### src/rtl/fc_mac_scheduler.sv
// fc_mac_scheduler: time-multiplexes one accumulating MAC unit across the
// output neurons of a fully connected layer. It issues input/weight addresses
// one term per cycle, counts returned MAC results and presents one result per
// neuron on a valid/ready stream.
// Optional build macro: FC_RELU_EN clamps negative neuron results to zero.
module fc_mac_scheduler #(
  parameter int VEC_LEN     = 225,
  parameter int NUM_NEURONS = 10,
  parameter int ACC_W       = 48,
  parameter int MAC_LAT     = 1,
  localparam int IN_W  = (VEC_LEN > 1) ? $clog2(VEC_LEN) : 1,
  localparam int WA_W  = (VEC_LEN * NUM_NEURONS > 1) ? $clog2(VEC_LEN * NUM_NEURONS) : 1,
  localparam int IDX_W = (NUM_NEURONS > 1) ? $clog2(NUM_NEURONS) : 1,
  localparam int R_W   = $clog2(VEC_LEN + 1)
) (
  input  logic                    clk,
  input  logic                    rst,
  input  logic                    i_start,
  input  logic                    i_abort,
  output logic                    o_busy,
  output logic                    o_done,
  output logic [IN_W-1:0]         o_in_addr,
  output logic [WA_W-1:0]         o_w_addr,
  output logic                    o_mac_valid,
  output logic                    o_mac_clear,
  input  logic                    i_mac_valid,
  input  logic signed [ACC_W-1:0] i_mac_sum,
  output logic                    o_res_valid,
  input  logic                    i_res_ready,
  output logic signed [ACC_W-1:0] o_res_data,
  output logic [IDX_W-1:0]        o_res_idx
);

  // The scheduler is independent of the MAC latency; it only counts returns.
  if (VEC_LEN < 1 || NUM_NEURONS < 1 || MAC_LAT < 0) begin : g_param_check
    $error("fc_mac_scheduler: invalid parameter values");
  end

  typedef enum logic [2:0] {
    S_IDLE,
    S_ISSUE,
    S_DRAIN,
    S_OUTPUT,
    S_DONE
  } state_e;

  state_e                  state_q, state_d;
  logic [IN_W-1:0]         k_q, k_d;
  logic [IDX_W-1:0]        n_q, n_d;
  logic [R_W-1:0]          r_q, r_d;
  logic                    start_d1_q, start_d1_d;
  logic                    start_armed_q, start_armed_d;
  logic signed [ACC_W-1:0] res_q, res_d;
  logic [IDX_W-1:0]        res_idx_q, res_idx_d;

  logic                    start_rise;
  logic                    last_issue;
  logic                    last_return;
  logic signed [ACC_W-1:0] latch_val;

  // A start level held through reset must go low once before an edge counts.
  assign start_rise  = i_start & ~start_d1_q & start_armed_q;
  assign last_issue  = (k_q == IN_W'(VEC_LEN - 1));
  assign last_return = i_mac_valid & (r_q == R_W'(VEC_LEN - 1));

`ifdef FC_RELU_EN
  assign latch_val = i_mac_sum[ACC_W-1] ? '0 : i_mac_sum;
`else
  assign latch_val = i_mac_sum;
`endif

  // State register and counters.
  // NOTE: sequential state uses non-blocking assignments so every flop samples
  // pre-edge values regardless of block evaluation order.
  always_ff @(posedge clk or negedge rst) begin
    if (!rst) begin
      state_q       <= S_IDLE;
      k_q           <= '0;
      n_q           <= '0;
      r_q           <= '0;
      start_d1_q    <= 1'b0;
      start_armed_q <= 1'b0;
      res_q         <= '0;
      res_idx_q     <= '0;
    end else begin
      state_q       <= state_d;
      k_q           <= k_d;
      n_q           <= n_d;
      r_q           <= r_d;
      start_d1_q    <= start_d1_d;
      start_armed_q <= start_armed_d;
      res_q         <= res_d;
      res_idx_q     <= res_idx_d;
    end
  end

  // Next-state, counter and result-latch logic; abort overrides everything.
  // NOTE: every variable gets a default first so no path can infer a latch.
  always_comb begin
    state_d       = state_q;
    k_d           = k_q;
    n_d           = n_q;
    r_d           = r_q;
    res_d         = res_q;
    res_idx_d     = res_idx_q;
    start_d1_d    = i_start;
    start_armed_d = start_armed_q | ~i_start;

    if (i_abort) begin
      state_d = S_IDLE;
      k_d     = '0;
      n_d     = '0;
      r_d     = '0;
    end else begin
      case (state_q)
        S_IDLE: begin
          if (start_rise) begin
            k_d     = '0;
            n_d     = '0;
            r_d     = '0;
            state_d = S_ISSUE;
          end
        end
        S_ISSUE, S_DRAIN: begin
          if (state_q == S_ISSUE) begin
            if (last_issue) begin
              k_d     = '0;
              state_d = S_DRAIN;
            end else begin
              k_d = k_q + 1'b1;
            end
          end
          if (i_mac_valid) begin
            r_d = r_q + 1'b1;
          end
          // The final return wins over the issue-to-drain step (zero-latency MAC).
          if (last_return) begin
            res_d     = latch_val;
            res_idx_d = n_q;
            k_d       = '0;
            state_d   = S_OUTPUT;
          end
        end
        S_OUTPUT: begin
          if (i_res_ready) begin
            r_d = '0;
            if (n_q == IDX_W'(NUM_NEURONS - 1)) begin
              state_d = S_DONE;
            end else begin
              n_d     = n_q + 1'b1;
              state_d = S_ISSUE;
            end
          end
        end
        S_DONE: begin
          n_d     = '0;
          state_d = S_IDLE;
        end
        default: state_d = S_IDLE;
      endcase
    end
  end

  assign o_busy      = (state_q != S_IDLE);
  assign o_done      = (state_q == S_DONE);
  assign o_mac_valid = (state_q == S_ISSUE);
  assign o_mac_clear = (state_q == S_ISSUE) && (k_q == '0);
  assign o_in_addr   = k_q;
  assign o_w_addr    = WA_W'(n_q) * WA_W'(VEC_LEN) + WA_W'(k_q);
  assign o_res_valid = (state_q == S_OUTPUT);
  assign o_res_data  = res_q;
  assign o_res_idx   = res_idx_q;

endmodule

### config.mk
export PLATFORM = sky130hd
export DESIGN_NAME = fc_mac_scheduler
export DESIGN_NICKNAME = d
export VERILOG_FILES = /design/src/rtl/fc_mac_scheduler.sv
export SDC_FILE = /design/constraint.sdc
export NUM_CORES = 1
export LEC_CHECK = 0
export BUFFER_PORTS_ARGS = -buffer_cell sky130_fd_sc_hd__buf_2
export CAP_MARGIN = 10
export CORE_AREA = 3 3 121 123
export DETAILED_ROUTE_END_ITERATION = 8
export DIE_AREA = 0 0 124 126
export SLEW_MARGIN = 20
export SYNTH_ARGS = -nofsm -noshare
export SYNTH_HDL_FRONTEND = slang
export SYNTH_SLANG_ARGS = --single-unit
export TNS_END_PERCENT = 50
### constraint.sdc
create_clock -name clk -period 5.33 [get_ports clk]
set_input_delay 1.599 -clock clk [delete_from_list [all_inputs] [get_ports clk]]
set_output_delay 1.599 -clock clk [all_outputs]
set_load 0.03 [all_outputs]
Word level (Yosys, flattened, before mapping)
Cells that the tools add are included.
{"block": "op_classes", "n_bitwise": 7, "muxes": 23, "multipliers": 1, "n_reduce_logical": 13, "addsub": 4, "n_eq_ne": 13}
{"cell": "2-to-1 mux 8 bit", "count": 8}
{"cell": "one-hot mux 8 bit (3 select lines)", "count": 1}
{"cell": "2-to-1 mux 3 bit", "count": 7}
{"cell": "adder 8 x 1 -> 8 bit (second input constant)", "count": 2}
{"cell": "== test 8 bit (second input constant)", "count": 2}
{"cell": "2-to-1 mux 4 bit", "count": 4}
{"cell": "one-hot mux 8 bit (2 select lines)", "count": 1}
{"cell": "adder 12 x 8 -> 12 bit", "count": 1}
{"cell": "multiplier 4 x 8 -> 12 bit (second input constant)", "count": 1}
{"cell": "one-hot mux 4 bit (3 select lines)", "count": 1}
{"cell": "AND reduction 4 bit", "count": 3}
{"cell": "inequality test 3 bit (second input constant)", "count": 3}
{"cell": "one-hot mux 3 bit (3 select lines)", "count": 1}
{"cell": "zero test 8 bit", "count": 1}
{"cell": "inequality test 4 bit (second input constant)", "count": 2}
{"cell": "nonzero test 4 bit", "count": 2}
{"cell": "== test 3 x 2 -> 1 bit (second input constant)", "count": 2}
{"cell": "AND reduction 3 bit", "count": 2}
{"cell": "nonzero test 3 bit", "count": 2}
{"cell": "adder 4 x 1 -> 4 bit (second input constant)", "count": 1}
{"cell": "== test 4 bit (second input constant)", "count": 1}
{"cell": "AND 1 bit", "count": 3}
{"cell": "== test 3 x 1 -> 1 bit (second input constant)", "count": 1}
{"cell": "== test 3 bit (second input constant)", "count": 1}
{"cell": "other kinds (6)", "count": 8}
{"block": "word_totals", "elab_cells": 69, "out_inout_bits": 77, "inputBits": 54, "register_bits": 77}

Logic depth before layout (Yosys ltp)
Gate-level depths: netlist of run 1.
{"block": "depth", "depth_word": 6, "ltp_mapped": 10}

Least setup slack after synthesis of run 1
OpenSTA, ideal clock, no wires.
{"block": "synth_timing", "path_kind": "register -> output", "startpoint": "register n_q[2]", "endpoint": "output o_w_addr[11]", "slack_ns": 0.808, "path_buffers": 0, "t_required_ns": 3.731, "arrival_time_ns": 2.923, "path_stages_with_launch": 10, "path_cell_list": "dfrtp_1 > fa_1 > ha_1 > ha_1 > ha_1 > a21oi_1 > o22ai_1 > a211o_1 > a21oi_1 > xnor2_1"}
{"block": "synth_via", "elab_chain_cells": 2}
{"item": "start: declaration", "line": "49", "rtl": "logic [IDX_W-1:0] n_q, n_d;"}
{"item": "start signal: assignment", "line": "88", "rtl": "n_q <= n_d;"}
{"item": "multiplier 4 x 8 -> 12 bit", "line": "169", "rtl": "assign o_w_addr = WA_W'(n_q) * WA_W'(VEC_LEN) + WA_W'(k_q);"}
{"item": "adder 12 x 8 -> 12 bit", "line": "169"}
{"item": "end: declaration", "line": "23", "rtl": "output logic [WA_W-1:0] o_w_addr,"}
Every way passes these cells.

Final worst setup path of run 1
Ends and elaborated chain as after synthesis.

==> impl_metrics.toml, run 1 <==
[final_layout]
layout_common_cells = "buf_2 (129), dfrtp_1 (77), mux2_2 (52)"
seqCellArea_mm2 = 0.00193
final_common_cell = "buf_2"
fin_nets = 571
layout-area-overhead-vs-synth_pct = 27.0
drive_gt1_share_pct = 43.2
insertedDiodeCount = 0
multiInputGateArea_mm2 = 0.00204
final_area_mm2 = 0.00519
fillers = 1364
layout.cells.non_filler = 668

[worst_setup_path]
critPathLaunchType = "flop"
worstSetupEndpointType = "output port"
timing.critical_path.cells = "fa_1 > ha_1 > ha_1 > ha_1 > a21oi_1 > o22ai_1 > a211o_1 > a21oi_1 > xnor2_1 > buf_2"
r2r_end = "o_res_data[41]"
required_ps = 3730
critical_path_depth = 10
r2r_cells = 5
r2r_slack_ps = 2850
crit_family = "adder cells"
path_max_fanout = 8
cpMaxStageDelayCell = "dfrtp_1"
crit_top_cell = "ha_1"
cp.arrival_ps = 3490
worst-path-buf-inv = 1
slowest_delay_ps = 530
reg2reg_from = "state_q[0]"
crit_type = "flop to output port"
crit_start = "n_q[2]"
endpoint = "o_w_addr[11]"

[sta]
rsz0062_at_grt = "no"
relSlewSlack_pct = 36.0
fin_crit_sh_pct = 95.5
drv_slew = 0
fin_crit_ps = 5090
setup_slack_ps = 240
tightest_slew_ps = 960
fin_skew_ps = 8.53
finalHoldViolCount = 0
clock.fmax_ghz = 0.196
setup_viol_count_final = 0
setup_tns_ps = 0

[clock_tree]
numCtsBuffers = 9
tritoncts = "done"
clock_path_buffers = 2
cts_root_buf = "clkbuf_16"
clk_pin_slew_worst_paths_ps = 60
worstSkewPairLatency_ps = 340
postCtsSetupBuffers = 0
hold_buffers = 0
cts.sinks = 77
cts_resized = 0
htreeDepth = 3

[floorplan]
fp.dieArea_mm2 = 0.0156
die_w_um = 124
core_area_mm2 = 0.0138
io_pins = 131
die_y_um = 126
core.rowCount = 43
initial_core_util_pct = 29.7

[detailed_routing]
firstDrtPassIters = 4
drcViolationCount = 0
dr_total_vias = 3148
routed_wirelength_mm = 9.07
ant_nets = 0
drtIter0Drc = 221
drt-vias-per-instance = 4.71
wl_per_cell_um = 13.6

[power_and_ir_drop]
internal_power_mw = 1.04
vdd_drop_max_mv = 0.167
cellPowerDensity_mw_per_mm2 = 299
combPwrFrac_pct = 22.7
p_leak_nw = 2.86
pwr-share-seq_pct = 41.3
p_sw_share_pct = 33.2
p_clk_share_pct = 36.0
switchingPower_mw = 0.516
p_total_mw = 1.56

[placed_design]
dp_cells = 652
gp_congestion = 0.816
preCtsSetupSlack_ps = 591
place.port_buffers = 130
place_hpwl_mm = 7.00
placed_area_mm2 = 0.00492

[logic_synthesis]
synth_area_leader_cell = "dfrtp_1"
synth.top_cell.area_share_pct = 47.1
ys_types = 53
synth-edff-count = 0
syn-num-nets = 439
synthCells = 351
syn_area_mm2 = 0.00409
synth_seq_cells = 77
yosysWarnings = 0
synthTopCellsByArea = "dfrtp_1 (47%), mux2_2 (14%), ha_1 (9.2%)"
synth_area_per_cell_um2 = 11.7
synth_ff_type = "dfrtp_1"
yosysSeqAreaShare_pct = 47.1
synth-async-reset-ratio_pct = 100

[global_routing]
grt_max_degree = 78
grt_use_met1_pct = 15.9
antenna_found_initial = 0
overflow = 0
use_met2_pct = 17.5
busiest_layer = "met2"
track_usage_pct = 11.8
grt_pass1_vias = 2997
grt_pass1_wl_mm = 14.4
met3_usage_pct = 3.55

[run_status]
outcome = "completed"

[run]
max-cap-violations = 0

[hold_path]
hold_class = "flop to flop"
## power groups by stage
| stage | sequential (mW) | combinational, mW | clock, mW |
|---|---|---|---|
| finish | 0.642 | 0.353 | 0.560 |
| global route | 0.648 | 0.397 | 0.610 |
| CTS | 0.641 | 0.357 | 0.582 |
| detailed placement | 0.652 | 0.355 | 0 |
| global placement | 0.651 | 0.352 | 0 |
| floorplan | 0.636 | 0.275 | 0 |
## cell usage after synthesis (all sizes together) (3+ instances only)
cell type / n
xor2: 7
o21ai: 21
nor3: 3
mux2: 53
xnor2: 4
nand2: 28
nand4: 4
nor2: 17
o31ai: 4
dfrtp: 77
buf: 11
ha: 30
fa: 4
nand3: 11
inv: 14
a21oi: 15
nand2b: 4
## metal layers
layer / routed length [µm] / vias up
met5: 0 / -
met4: 178 / 0
met3: 775 / 12
met2: 3930 / 117
met1: 4190 / 1480
li1: - / 1539
## worst reg2reg max path, cell delays in order, from the launching register on
cell and delay (ps):
dfrtp_1 540, xor2_1 250, nand2_1 310, nor2b_4 540, buf_4 350, mux2_2 370
## worst min-delay path by stage
stage,start,end,depth (start not counted)
floorplan,start_armed_q,start_armed_q,1
global route,start_armed_q,start_armed_q,1
CTS,start_armed_q,start_armed_q,1
detailed placement,start_armed_q,start_armed_q,1
finish,start_armed_q,start_armed_q,1
global placement,start_armed_q,start_armed_q,1
## cells by family (layout without fill, tap and decap cells)
family	after synthesis	in the layout	share of synthesized area [%]
and+or+nand+nor	88	88	11.4
DFF	77	77	47.1
AOI/OAI and AO/OA	61	61	9.73
muxes	55	55	15.2
adders and majority gates	34	34	11.1
buffers and inverters	25	162	3.12
xor gates and xnor gates	11	11	2.35
## flip-flops by register name (all words and copies together), names as in the netlist
name           count
n_q                4
o_in_addr          8
o_res_data        48
o_res_idx          4
r_q                8
start_armed_q      1
start_d1_q         1
state_q            3
## through the flow
step	utilization, %	hold WS (ps)
after CTS	37.7	470
final	37.7	473
after floorplan	-	435
after global placement	35.7	450
after detailed placement	35.7	456
after global routing	37.7	502
## final cells by class
| type | count | area share, % |
|---|---|---|
| inverters | 14 | 1.01 |
| clock inverters | 7 | 1.01 |
| repair buffers | 132 | 12.9 |
| multi-input cells | 249 | 39.4 |
| flip-flops and latches | 77 | 37.1 |
| well taps | 180 | 4.34 |
| clock buffers | 9 | 4.34 |
(Power assumes the default switching activity.)
==> run 2: changes to the inputs <==
- CORE_AREA: 3 3 121 123 -> 3 3 139 108
- DIE_AREA: 0 0 124 126 -> 0 0 142 111
- SKIP_LAST_GASP: not set -> 1
==> run 2 against run 1 <==
  * Combinational power barely moved
  * Critical path depth did not move
  * Global-route usage rose by 0.60 points
  * Clock-buffer cell count rose by 4
  * Flip-flop and latch count did not move
  * Highest routed layer unchanged
==> impl_metrics.toml, run 2 (same netlist as run 1, synthesis figures left out) <==
[run_status]
outcome = "completed"

[sta]
drv_slew = 0
setup_viol_count_final = 0
hold_slack_ps = 489
fin_skew_ps = 5.08
tightest_slew_ps = 959
setup_tns_ps = 0
rsz0062_at_grt = "no"
fin_crit_sh_pct = 96.0
relSlewSlack_pct = 36.0
finalHoldViolCount = 0
setup_slack_ps = 215
clock.fmax_ghz = 0.196
fin_crit_ps = 5110

[clock_tree]
htreeDepth = 3
cts.sinks = 77
hold_buffers = 0
clk_pin_slew_worst_paths_ps = 60
cts_root_buf = "clkbuf_16"
clock_path_buffers = 2
numCtsBuffers = 9
tritoncts = "done"
worstSkewPairLatency_ps = 320
cts_resized = 0
postCtsSetupBuffers = 0

[detailed_routing]
dr_total_vias = 3196
drtIter0Drc = 192
drt-vias-per-instance = 4.82
firstDrtPassIters = 4
wl_per_cell_um = 14.6
ant_nets = 0
routed_wirelength_mm = 9.65
drcViolationCount = 0

[power_and_ir_drop]
vdd_drop_max_mv = 0.159
cellPowerDensity_mw_per_mm2 = 320
p_leak_nw = 2.91
combPwrFrac_pct = 21.0
switchingPower_mw = 0.500
p_clk_share_pct = 41.0
pwr-share-seq_pct = 38.1
p_sw_share_pct = 29.7
p_total_mw = 1.68
internal_power_mw = 1.18

[worst_setup_path]
crit_family = "adder cells"
worst-path-buf-inv = 1
worstSetupEndpointType = "output port"
critical_path_depth = 10
critPathLaunchType = "flop"
required_ps = 3730
crit_top_cell = "ha_1"
cpMaxStageDelayCell = "dfrtp_1"
crit_type = "flop to output port"
slowest_delay_ps = 540
cp.arrival_ps = 3520
path_max_fanout = 8
timing.critical_path.cells = "fa_1 > ha_1 > ha_1 > ha_1 > a21oi_1 > o22ai_1 > a211o_1 > a21oi_1 > xnor2_1 > buf_2"
r2r_cells = 5

[global_routing]
busiest_layer = "met2"
grt_use_met1_pct = 16.6
use_met2_pct = 18.7
antenna_found_initial = 0
met3_usage_pct = 4.74
track_usage_pct = 12.4
grt_pass1_wl_mm = 16.0
grt_max_degree = 78
grt_pass1_vias = 3247
overflow = 0

[final_layout]
fin_nets = 571
final_area_mm2 = 0.00526
fillers = 1321
multiInputGateArea_mm2 = 0.00204
drive_gt1_share_pct = 43.2
layout.cells.non_filler = 663
fin_util_pct = 38.5
seqCellArea_mm2 = 0.00193
insertedDiodeCount = 0
layout-area-overhead-vs-synth_pct = 28.5
largest_reg_flops = 48
layout_common_cells = "buf_2 (129), dfrtp_1 (77), mux2_2 (52)"
final_common_cell = "buf_2"

[floorplan]
io_pins = 131
core_area_mm2 = 0.0137
die_w_um = 142
core.rowCount = 37
initial_core_util_pct = 30.0
die_y_um = 111
fp.dieArea_mm2 = 0.0158

[hold_path]
hold_depth = 1
hold_class = "flop to flop"

[placed_design]
dp_cells = 647
place.port_buffers = 130
place_hpwl_mm = 7.28
preCtsSetupSlack_ps = 576
placed_area_mm2 = 0.00491
gp_congestion = 0.803

[run]
max-cap-violations = 0
-- run 2: worst paths after layout --
path / startpoint / slack, ps / to
worst max-delay path: n_q[2] / 220 / o_w_addr[11]
worst min-delay path: start_armed_q / 490 / start_armed_q
worst max register to register: state_q[0] / 2570 / o_res_idx[1]
worst min register to register: start_armed_q / 490 / start_armed_q
max in group asynchronous: rst / 3290 / o_res_data[16]
min in group asynchronous: rst / 1420 / o_res_data[7]
-- run 2: final cells by class --
class | instances | area share [%]
multi-input cells | 249 | 38.9
well taps | 175 | 4.17
inverters | 14 | 1.00
clock buffers | 13 | 5.33
repair buffers | 132 | 12.7
clock inverters | 3 | 1.24
flip-flops and latches | 77 | 36.7
-- run 2: layer usage --
layer  vias to the layer above  routed length [µm]
met5                         -                   0
met4                         0                 104
met3                        10                 735
met2                        94                4460
met1                      1567                4350
li1                       1525                   -
-- run 2: power groups by stage --
| stage | registers (mW) | clock network, mW | logic, mW |
|---|---|---|---|
| 6_report | 0.641 | 0.690 | 0.353 |
| 5_1_grt | 0.645 | 0.739 | 0.397 |
| 4_1_cts | 0.640 | 0.712 | 0.357 |
| 3_5_place_dp | 0.651 | 0 | 0.356 |
| 3_3_place_gp | 0.650 | 0 | 0.348 |
| 2_1_floorplan | 0.636 | 0 | 0.275 |
